## src/rtl/fft8_out_serializer.sv

```systemverilog
// fft8_out_serializer
// Captures the eight complex results of the last butterfly stage, removes the
// Q8 scaling with round-half-up, and streams the bins out in natural frequency
// order over a valid/ready handshake.
module fft8_out_serializer #(
  parameter int DATA_W = 32,
  parameter int SHIFT  = 8
) (
  input  logic              clk,
  input  logic              rst_n,
  input  logic              butterfly3_done,
  input  logic [DATA_W-1:0] fft_d1_real,
  input  logic [DATA_W-1:0] fft_d1_imag,
  input  logic [DATA_W-1:0] fft_d2_real,
  input  logic [DATA_W-1:0] fft_d2_imag,
  input  logic [DATA_W-1:0] fft_d3_real,
  input  logic [DATA_W-1:0] fft_d3_imag,
  input  logic [DATA_W-1:0] fft_d4_real,
  input  logic [DATA_W-1:0] fft_d4_imag,
  input  logic [DATA_W-1:0] fft_d5_real,
  input  logic [DATA_W-1:0] fft_d5_imag,
  input  logic [DATA_W-1:0] fft_d6_real,
  input  logic [DATA_W-1:0] fft_d6_imag,
  input  logic [DATA_W-1:0] fft_d7_real,
  input  logic [DATA_W-1:0] fft_d7_imag,
  input  logic [DATA_W-1:0] fft_d8_real,
  input  logic [DATA_W-1:0] fft_d8_imag,
  output logic              in_ready,
  output logic              out_valid,
  input  logic              out_ready,
  output logic [DATA_W-1:0] out_real,
  output logic [DATA_W-1:0] out_imag,
  output logic [2:0]        out_index,
  output logic              out_last,
  output logic              frame_done,
  output logic              overrun
);

  typedef enum logic {IDLE, SEND} state_t;

  // Rounding constant: half an LSB of the scaled result.
  localparam logic signed [DATA_W:0] ROUND_C = {{DATA_W{1'b0}}, 1'b1} << (SHIFT - 1);

  state_t            state_reg, state_next;
  logic [2:0]        p_reg, p_next;
  logic              frame_done_reg, frame_done_next;
  logic              overrun_reg, overrun_next;
  logic              capture;
  logic [2:0]        rd_idx;
  logic [DATA_W-1:0] in_re [8];
  logic [DATA_W-1:0] in_im [8];
  logic [DATA_W-1:0] buf_re_reg [8];
  logic [DATA_W-1:0] buf_im_reg [8];

  // Round-half-up then arithmetic shift; the extra sum bit avoids overflow and
  // the final truncation back to DATA_W bits cannot lose information.
  function automatic logic [DATA_W-1:0] scale(input logic [DATA_W-1:0] x);
    logic signed [DATA_W:0] s;
    s = $signed({x[DATA_W-1], x}) + ROUND_C;
    return DATA_W'(s >>> SHIFT);
  endfunction

  assign in_re[0] = fft_d1_real;  assign in_im[0] = fft_d1_imag;
  assign in_re[1] = fft_d2_real;  assign in_im[1] = fft_d2_imag;
  assign in_re[2] = fft_d3_real;  assign in_im[2] = fft_d3_imag;
  assign in_re[3] = fft_d4_real;  assign in_im[3] = fft_d4_imag;
  assign in_re[4] = fft_d5_real;  assign in_im[4] = fft_d5_imag;
  assign in_re[5] = fft_d6_real;  assign in_im[5] = fft_d6_imag;
  assign in_re[6] = fft_d7_real;  assign in_im[6] = fft_d7_imag;
  assign in_re[7] = fft_d8_real;  assign in_im[7] = fft_d8_imag;

  // Frame buffer: each slot loads its scaled input on capture.
  generate
    for (genvar gi = 0; gi < 8; gi++) begin : g_buf
      // Buffer slot register, zeroed on reset.
      always_ff @(posedge clk or negedge rst_n) begin
        if (!rst_n) begin
          buf_re_reg[gi] <= '0;
          buf_im_reg[gi] <= '0;
        end else if (capture) begin
          buf_re_reg[gi] <= scale(in_re[gi]);
          buf_im_reg[gi] <= scale(in_im[gi]);
        end
      end
    end
  endgenerate

  // State, beat counter and status flags.
  always_ff @(posedge clk or negedge rst_n) begin
    if (!rst_n) begin
      state_reg      <= IDLE;
      p_reg          <= 3'd0;
      frame_done_reg <= 1'b0;
      overrun_reg    <= 1'b0;
    end else begin
      state_reg      <= state_next;
      p_reg          <= p_next;
      frame_done_reg <= frame_done_next;
      overrun_reg    <= overrun_next;
    end
  end

  // Next-state logic: a strobe is taken in IDLE or alongside the accepted
  // bin-7 beat, which gives back-to-back frames with no bubble.
  always_comb begin
    state_next      = state_reg;
    p_next          = p_reg;
    frame_done_next = 1'b0;
    overrun_next    = overrun_reg;
    capture         = 1'b0;
    in_ready        = 1'b0;
    out_valid       = 1'b0;
    case (state_reg)
      IDLE: begin
        in_ready = 1'b1;
        if (butterfly3_done) begin
          capture    = 1'b1;
          p_next     = 3'd0;
          state_next = SEND;
        end
      end
      SEND: begin
        out_valid = 1'b1;
        if (out_ready) begin
          if (p_reg != 3'd7) begin
            p_next = p_reg + 3'd1;
          end else begin
            frame_done_next = 1'b1;
            in_ready        = 1'b1;
            p_next          = 3'd0;
            if (butterfly3_done) begin
              capture = 1'b1;
            end else begin
              state_next = IDLE;
            end
          end
        end
      end
      default: state_next = IDLE;
    endcase
    if (butterfly3_done && !in_ready) begin
      overrun_next = 1'b1;
    end
  end

  // Beat p reads slot bitrev3(p); outputs come only from registers, never from
  // out_ready, so they hold steady during a stall.
  assign rd_idx     = {p_reg[0], p_reg[1], p_reg[2]};
  assign out_real   = out_valid ? buf_re_reg[rd_idx] : '0;
  assign out_imag   = out_valid ? buf_im_reg[rd_idx] : '0;
  assign out_index  = out_valid ? p_reg : 3'd0;
  assign out_last   = out_valid && (p_reg == 3'd7);
  assign frame_done = frame_done_reg;
  assign overrun    = overrun_reg;

endmodule
```

## config.mk

```make
export PLATFORM = sky130hd
export DESIGN_NAME = fft8_out_serializer
export DESIGN_NICKNAME = d
export VERILOG_FILES = /design/src/rtl/fft8_out_serializer.sv
export SDC_FILE = /design/constraint.sdc
export NUM_CORES = 1
export LEC_CHECK = 0
export CELL_PAD_IN_SITES_DETAIL_PLACEMENT = 0
export CELL_PAD_IN_SITES_GLOBAL_PLACEMENT = 1
export CORE_ASPECT_RATIO = 0.8
export CORE_MARGIN = 3
export CORE_UTILIZATION = 41
export CTS_CLUSTER_SIZE = 28
export DETAILED_ROUTE_END_ITERATION = 10
export GPL_TIMING_DRIVEN = 1
export PLACE_DENSITY_LB_ADDON = 0.1
export SLEW_MARGIN = 0
export SYNTH_ARGS = -nofsm -noshare
export SYNTH_HDL_FRONTEND = slang
export SYNTH_SLANG_ARGS = --single-unit
```

## constraint.sdc

```tcl
create_clock -name clk -period 6.4 [get_ports clk]
set_clock_uncertainty 0.2 [all_clocks]
set_input_delay 1.92 -clock clk [delete_from_list [all_inputs] [get_ports clk]]
set_output_delay 1.92 -clock clk [all_outputs]
set_load 0.01 [all_outputs]
```

* After elaboration in Yosys (flattened, before gate mapping) *
Cells that the tools add are included.
W data, S select, Z words.

operators by class
  equality and inequality tests = 4
  $lt $le $gt $ge = 1
  reductions and logical operators = 4
  bitwise operators = 2
  muxes and demuxes = 25
  $add $sub $neg = 17

operators by type and width
  operator                 number
  $add A32 B9 Y33 const B  16
  $bmux W32 S3             2
  $mux W32                 6
  $mux W3                  4
  $mux W1                  9
  $pmux W1 S2              3
  $pmux W3 S2              1
  $ge A4 B4 Y1 const B     1
  $ne A2 B2 Y1 const B     2
  $not A3 Y4               1
  $add A3 B1 Y3 const B    1
  $eq A3 B3 Y1 const B     1
  $ne A3 B3 Y1 const B     1
  $logic_and A1 B1 Y1      2
  $reduce_and A2 Y1        1
  $logic_not A1 Y1         1
  $not A1 Y1               1

storage, ports and cells
  word-level logic and storage cells = 73
  output and inout port bits = 72
  input bits = 516
  flip-flop bits (word level) = 406

* Logic depth before layout (Yosys ltp) *
Gate-level depths: netlist of the first run.

  word-level depth = 6
  gate-level depth with buffers = 11
  mapped depth without buffers = 7

* Worst setup path before layout of the first run *
No wires, ideal clock.

  path type = in2out
  start point = input port out_ready
  end point = output port in_ready
  required time = 4.280 ns
  data arrival time = 2.270 ns
  path slack = 2.010 ns
  stages = 2
  buffers on the path = 0
  cell sequence = a21boi_1 -> inv_1

between the ends
  cells in the longest elaborated chain, start to end = 2

ends and longest elaborated chain
  item         line  text
  from (decl)  30    input logic out_ready,
  $mux W1      124   if (out_ready) begin
  $pmux W1 S2  113   case (state_reg)
  to (decl)    28    output logic in_ready,

No other way between the ends.

* Final worst setup path of the first run *
Same ends and word-level chain as after synthesis.

==> results of run 1 <==
-- layer usage --
metal | vias up | part of all wire [%]
met5 | - | 0
met4 | 0 | 3.6
met3 | 135 | 5.9
met2 | 657 | 48
met1 | 11200 | 42
li1 | 11000 | -
-- final cells by class --
class / instances / share of cell area [%]
Antenna cell: 7 / 0.0544
Sequential cell: 406 / 31.6
Clock buffer: 75 / 4.39
Timing Repair Buffer: 503 / 15.7
Clock inverter: 10 / 0.497
Multi-Input combinational cell: 2152 / 44.2
Inverter: 40 / 0.466
Tap cell: 820 / 3.18
-- metrics by stage --
step | setup WS (ns) | hold slack, ns | area (sq um) | total power, mW | util, %
4_1_cts | 0.354 | 0.262 | 32200 | 13.5 | 53.4
3_3_place_gp | 0.412 | 0.245 | 30600 | 10.6 | 50.8
6_report | 0.338 | 0.258 | 32200 | 13.4 | 53.4
2_1_floorplan | 2.01 | 0.234 | 25300 | 7.85 | -
5_1_grt | 0.252 | 0.281 | 32200 | 14.2 | 53.4
3_5_place_dp | 0.378 | 0.248 | 30600 | 10.7 | 50.8
-- power by group --
part / total (mW) / internal [mW] / switching [mW] / leakage, nW
Sequential: 4.68 / 3.79 / 0.888 / 4.89
Combinational: 5.92 / 2.99 / 2.93 / 6.46
Clock: 2.79 / 1.67 / 1.12 / 0.754
Total: 13.4 / 8.45 / 4.94 / 12.1
-- critical path: stages --
cell and delay [ns]:
clkdlybuf4s50_1 0.64, a21boi_1 0.54, inv_1 0.20, clkdlybuf4s50_1 0.62
-- cell usage after synthesis (all sizes together) --
master and n:
a211o 1, a21boi 1, a21o 1, a31o 1, a31oi 151, and2 9
and3 40, and4 40, buf 69, clkbuf 108, dfrtp 406, ha 18
inv 40, mux2 4, mux2i 50, mux4 100, nand2 401, nand2b 4
nand3 148, nand3b 1, nand4 94, nand4b 1, nor2 179, nor2b 50
nor3 27, nor3b 1, nor4 38, nor4b 2, o211ai 7, o21a 1
o21ai 336, o311ai 2, o31a 1, o31ai 50, o41ai 1, or2 2
or3 107, or3b 1, or4 72, or4b 3, xnor2 122, xor2 85
-- logic make-up after synthesis --
logic type	Yosys count	share of synthesized area, %
AOI/OAI and AO/OA	553	12.4
muxes	154	11.1
and+or+nand+nor	1220	24.7
adders and majority gates	18	0.890
buffers and inverters	217	3.67
DFF	406	40.2
xor gates and xnor gates	207	7.17
-- final timing paths --
path / start / to / slack [ns] / cells after the start
setup / recovery: out_ready / in_ready / 0.34 / 4
hold / removal: overrun / overrun / 0.26 / 1
setup reg to reg: p_reg[2] / buf_im_reg[87] / 2.74 / 8
hold reg to reg: overrun / overrun / 0.26 / 1
max in group asynchronous: rst_n / buf_re_reg[136] / 3.64 / 2
min in group asynchronous: rst_n / buf_re_reg[212] / 1.21 / 1
==> reports/results.tsv, run 1 <==
stage	metric	value	unit
run_status	outcome	complete, no violations	
timing	Max Slew Vio Count	0	
timing	RSZ-0062 raised after global routing	false	
pwr	Cell Pwr Density	415	nW/um^2
timing	Slew headroom	39.7	%
drt	DRT Pass-1 Iters	5	
clock_tree	Clock Root Buffer	clkbuf_16	
timing	final setup vio count	0	
global_route	GR Layer Usage met1	35.4	%
drt	Iter 0 DRT Violations	1684	
clock_tree	Post-CTS Resized	0	
synth	Synth top area share	40.2	%
global_route	met2 Resource Use GR	44.6	%
timing	worst-margin pin slew	0.905	ns
synth	Yosys reg bits	406	
worst_setup_path	Crit. End Element	primary output	
worst_setup_path	CP required	4.28	ns
placed_design	hpwl dp	69300	um
die	chip height	228	um
synth	top post-synthesis cells by area	dfrtp_1, mux4_2, o21ai_0, nand2_1, xnor2_1	
clock_tree	CTS Buf Count	47	
synth	Yosys Warn Count	0	
timing	Hold Fails Final Rpt	0	
worst_setup_path	CP Launch Type	primary input	
global_route	largest net degree at the start of global routing	122	
clock_tree	worst-skew pair later-pin latency	0.57	ns
worst_setup_path	crit path max fanout	5	
die	Core Area	60400	sq um
drt	Vias/cell	5.72	
global_route	M3 GR Usage	4.45	%
cells_and_area	fin cells	4013	
timing	Fmax	165	MHz
synth	leading area contributor after synthesis	dfrtp_1	
placed_design	Port Buffers	475	
clock_tree	htree depth	2	
clock_tree	Post-CTS Setup Inserts	0	
drt	Antenna Nets Post-Route	0	
run	max cap viols	0	
drt	DR vias	22900	
drt	DRC viols	0	
worst_setup_path	critical path class	primary input to primary output	
synth	library cells used by synthesis	53	
clock_tree	CTS Sinks	406	
cells_and_area	sequential cell area	10200	sq um
cells_and_area	Multi-input gate area	14200	sq um
clock_tree	CTS Hold Bufs	0	
placed_design	placed cell count	3921	
timing	total negative slack	0	ns
die	Initial Util	41.9	%
pwr	maximum vdd drop	0.358	mV
min_path	Min-Delay Path Class	flop to flop	
global_route	first-pass GRT wire length	134000	um
synth	Mapped Area	25300	sq um
cells_and_area	most frequent cells in the layout	clkdlybuf4s50_1, dfrtp_1, nand2_1, o21ai_0, nor2_1	
clock_tree	Reg clk slew, reported paths	0.06	ns
global_route	Congestion Overflow GR	0	
die	I/O pin total	588	
placed_design	GP Congestion	0.914	
clock_tree	CTS tree	built	
synth	average size of a mapped cell	9.12	sq um
cells_and_area	share of post-route cells with drive strength above 1	6.94	%
die	Die Width	284	um
timing	Final Cycle Share	94.7	%
die	die area	64700	sq um
pwr	Pleak	12.1	nW
drt	routed len/inst	22.1	um
synth	sequential share of the synthesized area	40.2	%
global_route	antenna violations before repair	9	
cells_and_area	Synth-to-Final Area Change	27.4	%
global_route	All-Layer GR Usage	26.9	%
drt	Total Wirelength	88800	um
synth	cell count after synthesis	2775	
worst_setup_path	crit path DAT	3.94	ns
cells_and_area	leading cell type in the layout, fill and taps excluded	clkdlybuf4s50_1	
global_route	Top Usage Layer GRT	met2	
clock_tree	clk buf depth	3	
die	# rows	80	
cells_and_area	final net count	3684	
timing	Final min period	6.06	ns
cells_and_area	Filler Cells Inserted	5508	
global_route	vias in the first global route	22100	
synth	Net Count, Synth	3309	
No activity file was read; power rests on OpenSTA's default activity.
==> run 2, diff against run 1 <==
- GPL_TIMING_DRIVEN: 1 -> 0
- SKIP_CTS_REPAIR_TIMING: default -> 1
==> run 2 against run 1 <==
  * Register-to-register slack got worse by 0.29 ns
  * Via count up 9.1%
  * Cell count grew 3.7%
  * Maximum frequency is 2.9% lower
  * Sequential power decreased by 0.9%
  * Sequential share of layout area is 0.54 points lower
  * Critical path type is now flop to primary output
==> reports/results.tsv, run 2 (synthesis gave the netlist of run 1 again) <==
stage	metric	value	unit	change
run_status	outcome	complete, no violations		
clock_tree	htree depth	2		unchanged
min_path	Min-Delay Path Class	flop to flop		
timing	Min Hold Slack	0.276	ns	+0.0175 ns
cells_and_area	most frequent cells in the layout	clkdlybuf4s50_1, dfrtp_1, nand2_1, o21ai_0, nor2_1		
die	Die Width	284	um	unchanged
pwr	Pleak	12.3	nW	+1.9%
global_route	Congestion Overflow GR	0		unchanged
pwr	Cell Pwr Density	428	nW/um^2	+3.1%
drt	Iter 0 DRT Violations	2466		+46%
global_route	antenna violations before repair	7		-2
worst_setup_path	CP Launch Type	flop		
timing	worst-margin pin slew	1.06	ns	+0.157 ns
clock_tree	worst-skew pair later-pin latency	0.60	ns	+0.03 ns
clock_tree	CTS Buf Count	45		-4.3%
worst_setup_path	Crit. End Element	primary output		
drt	routed len/inst	25.9	um	+17%
placed_design	hpwl dp	87500	um	+26%
global_route	first-pass GRT wire length	159000	um	+19%
cells_and_area	final net count	3834		+4.1%
pwr	maximum vdd drop	0.313	mV	-13%
timing	Hold Fails Final Rpt	0		unchanged
run	max cap viols	0		unchanged
global_route	largest net degree at the start of global routing	118		-3.3%
placed_design	GP Congestion	0.950		+4.0%
global_route	vias in the first global route	24300		+9.8%
cells_and_area	leading cell type in the layout, fill and taps excluded	clkdlybuf4s50_1		
worst_setup_path	max incr delay on CP	0.79	ns	+0.15 ns
drt	DR vias	25000		+9.1%
clock_tree	CTS tree	built		
timing	Slew headroom	29.2	%	-10 points
die	chip height	228	um	unchanged
worst_setup_path	cell chain of the critical path	clkdlybuf4s15_1, clkbuf_1, mux4_2, mux2i_1, nor2b_1, clkdlybuf4s50_1		
clock_tree	clk buf depth	3		unchanged
clock_tree	Clock Root Buffer	clkbuf_16		
timing	Final WS setup	0.159	ns	-0.179 ns
timing	RSZ-0062 raised after global routing	false		
worst_setup_path	Reg2Reg Depth	7		-1
die	# rows	80		unchanged
drt	DRC viols	0		unchanged
pwr	total power	14.0	mW	+4.8%
worst_setup_path	crit path max fanout	10		+5
global_route	All-Layer GR Usage	32.6	%	+5.7 points
worst_setup_path	critical path class	flop to primary output		
die	Core Area	60400	sq um	unchanged
placed_design	Port Buffers	475		unchanged
worst_setup_path	CP required	4.28	ns	about the same
drt	Total Wirelength	108000	um	+21%
die	Initial Util	41.9	%	unchanged
die	die area	64700	sq um	unchanged
cells_and_area	share of post-route cells with drive strength above 1	7.74	%	+0.80 points
cells_and_area	Filler Cells Inserted	5469		-0.71%
placed_design	pre-CTS worst setup slack	0.378	ns	+0.000367 ns
clock_tree	CTS Sinks	406		unchanged
min_path	hold path cells	2		+1
worst_setup_path	CP max stage cell	clkbuf_1		
timing	Max Slew Vio Count	0		unchanged
die	I/O pin total	588		unchanged
timing	final setup vio count	0		unchanged
drt	DRT Pass-1 Iters	5		unchanged
timing	Final min period	6.24	ns	+0.179 ns
drt	Antenna Nets Post-Route	0		unchanged
clock_tree	Reg clk slew, reported paths	0.07	ns	about the same
cells_and_area	Synth-to-Final Area Change	29.5	%	
timing	Fmax	160	MHz	-2.9%
worst_setup_path	crit path DAT	4.12	ns	+0.18 ns
timing	Final Cycle Share	97.5	%	+2.8 points
drt	Vias/cell	6.02		+5.3%
run 2: changes by cell type in the layout (fill, tap and decap cells not counted), moves of 6 or more:
cell,delta
buf_2,+38
clkbuf_1,+94
buf_4,-6
clkinv_2,+6
buf_1,+13
buf_12,-7
run 2: power breakdown:
part / switching, mW / internal [mW] / leakage [nW]
Sequential: 0.854 / 3.78 / 4.89
Clock: 1.15 / 1.63 / 0.771
Combinational: 3.46 / 3.14 / 6.68
run 2: final timing paths:
kind                                      start               to  slack (ns)
worst min register to register  buf_im_reg[163]  buf_im_reg[163]        0.28
max in group asynchronous                 rst_n   buf_im_reg[41]        2.94
min in group asynchronous                 rst_n  buf_re_reg[196]        1.09
worst min-delay path            buf_im_reg[163]  buf_im_reg[163]        0.28
worst max-delay path                   p_reg[1]     out_imag[21]        0.16
worst max register to register         p_reg[1]  buf_im_reg[150]        2.45
run 2: worst max-delay path: cells and delay by family, from the launching register on:
family                 cells  cell delay [ns]
buffers and inverters      3             2.14
flip-flops                 1             0.55
AND/OR/NAND/NOR            1             0.30
multiplexers               2             0.52
run 2: through the flow:
step           area (sq um)  setup TNS [ns]  cells  util [%]
2_1_floorplan         25300               0   2775         -
4_1_cts               32700           -3.99   4154      54.2
6_report              32800               0   4160      54.3
3_3_place_gp          31100        -5977.05   4070      51.5
3_5_place_dp          31200               0   4073      51.6
5_1_grt               32700               0   4157      54.3
run 2: routing by layer:
layer	GRT usage (%)	part of all wire (%)
met1	46.0	44
met2	50.8	45
met3	6.44	8.0
met4	9.90	3.1
met5	0	0
run 2: cell type report:
cell class                 instances  area [sq um]  share of cell area [%]
antenna                            6          15.0                  0.0458
buffer                           177           790                    2.41
clock buffer                      64          1350                    4.12
clock inverter                    17           203                   0.619
inverter                          40           150                   0.458
multi-input combinational       2152         14200                    43.4
sequential                       406         10200                    31.0
tap                              820          1030                    3.13
timing repair buffer             478          4840                    14.8
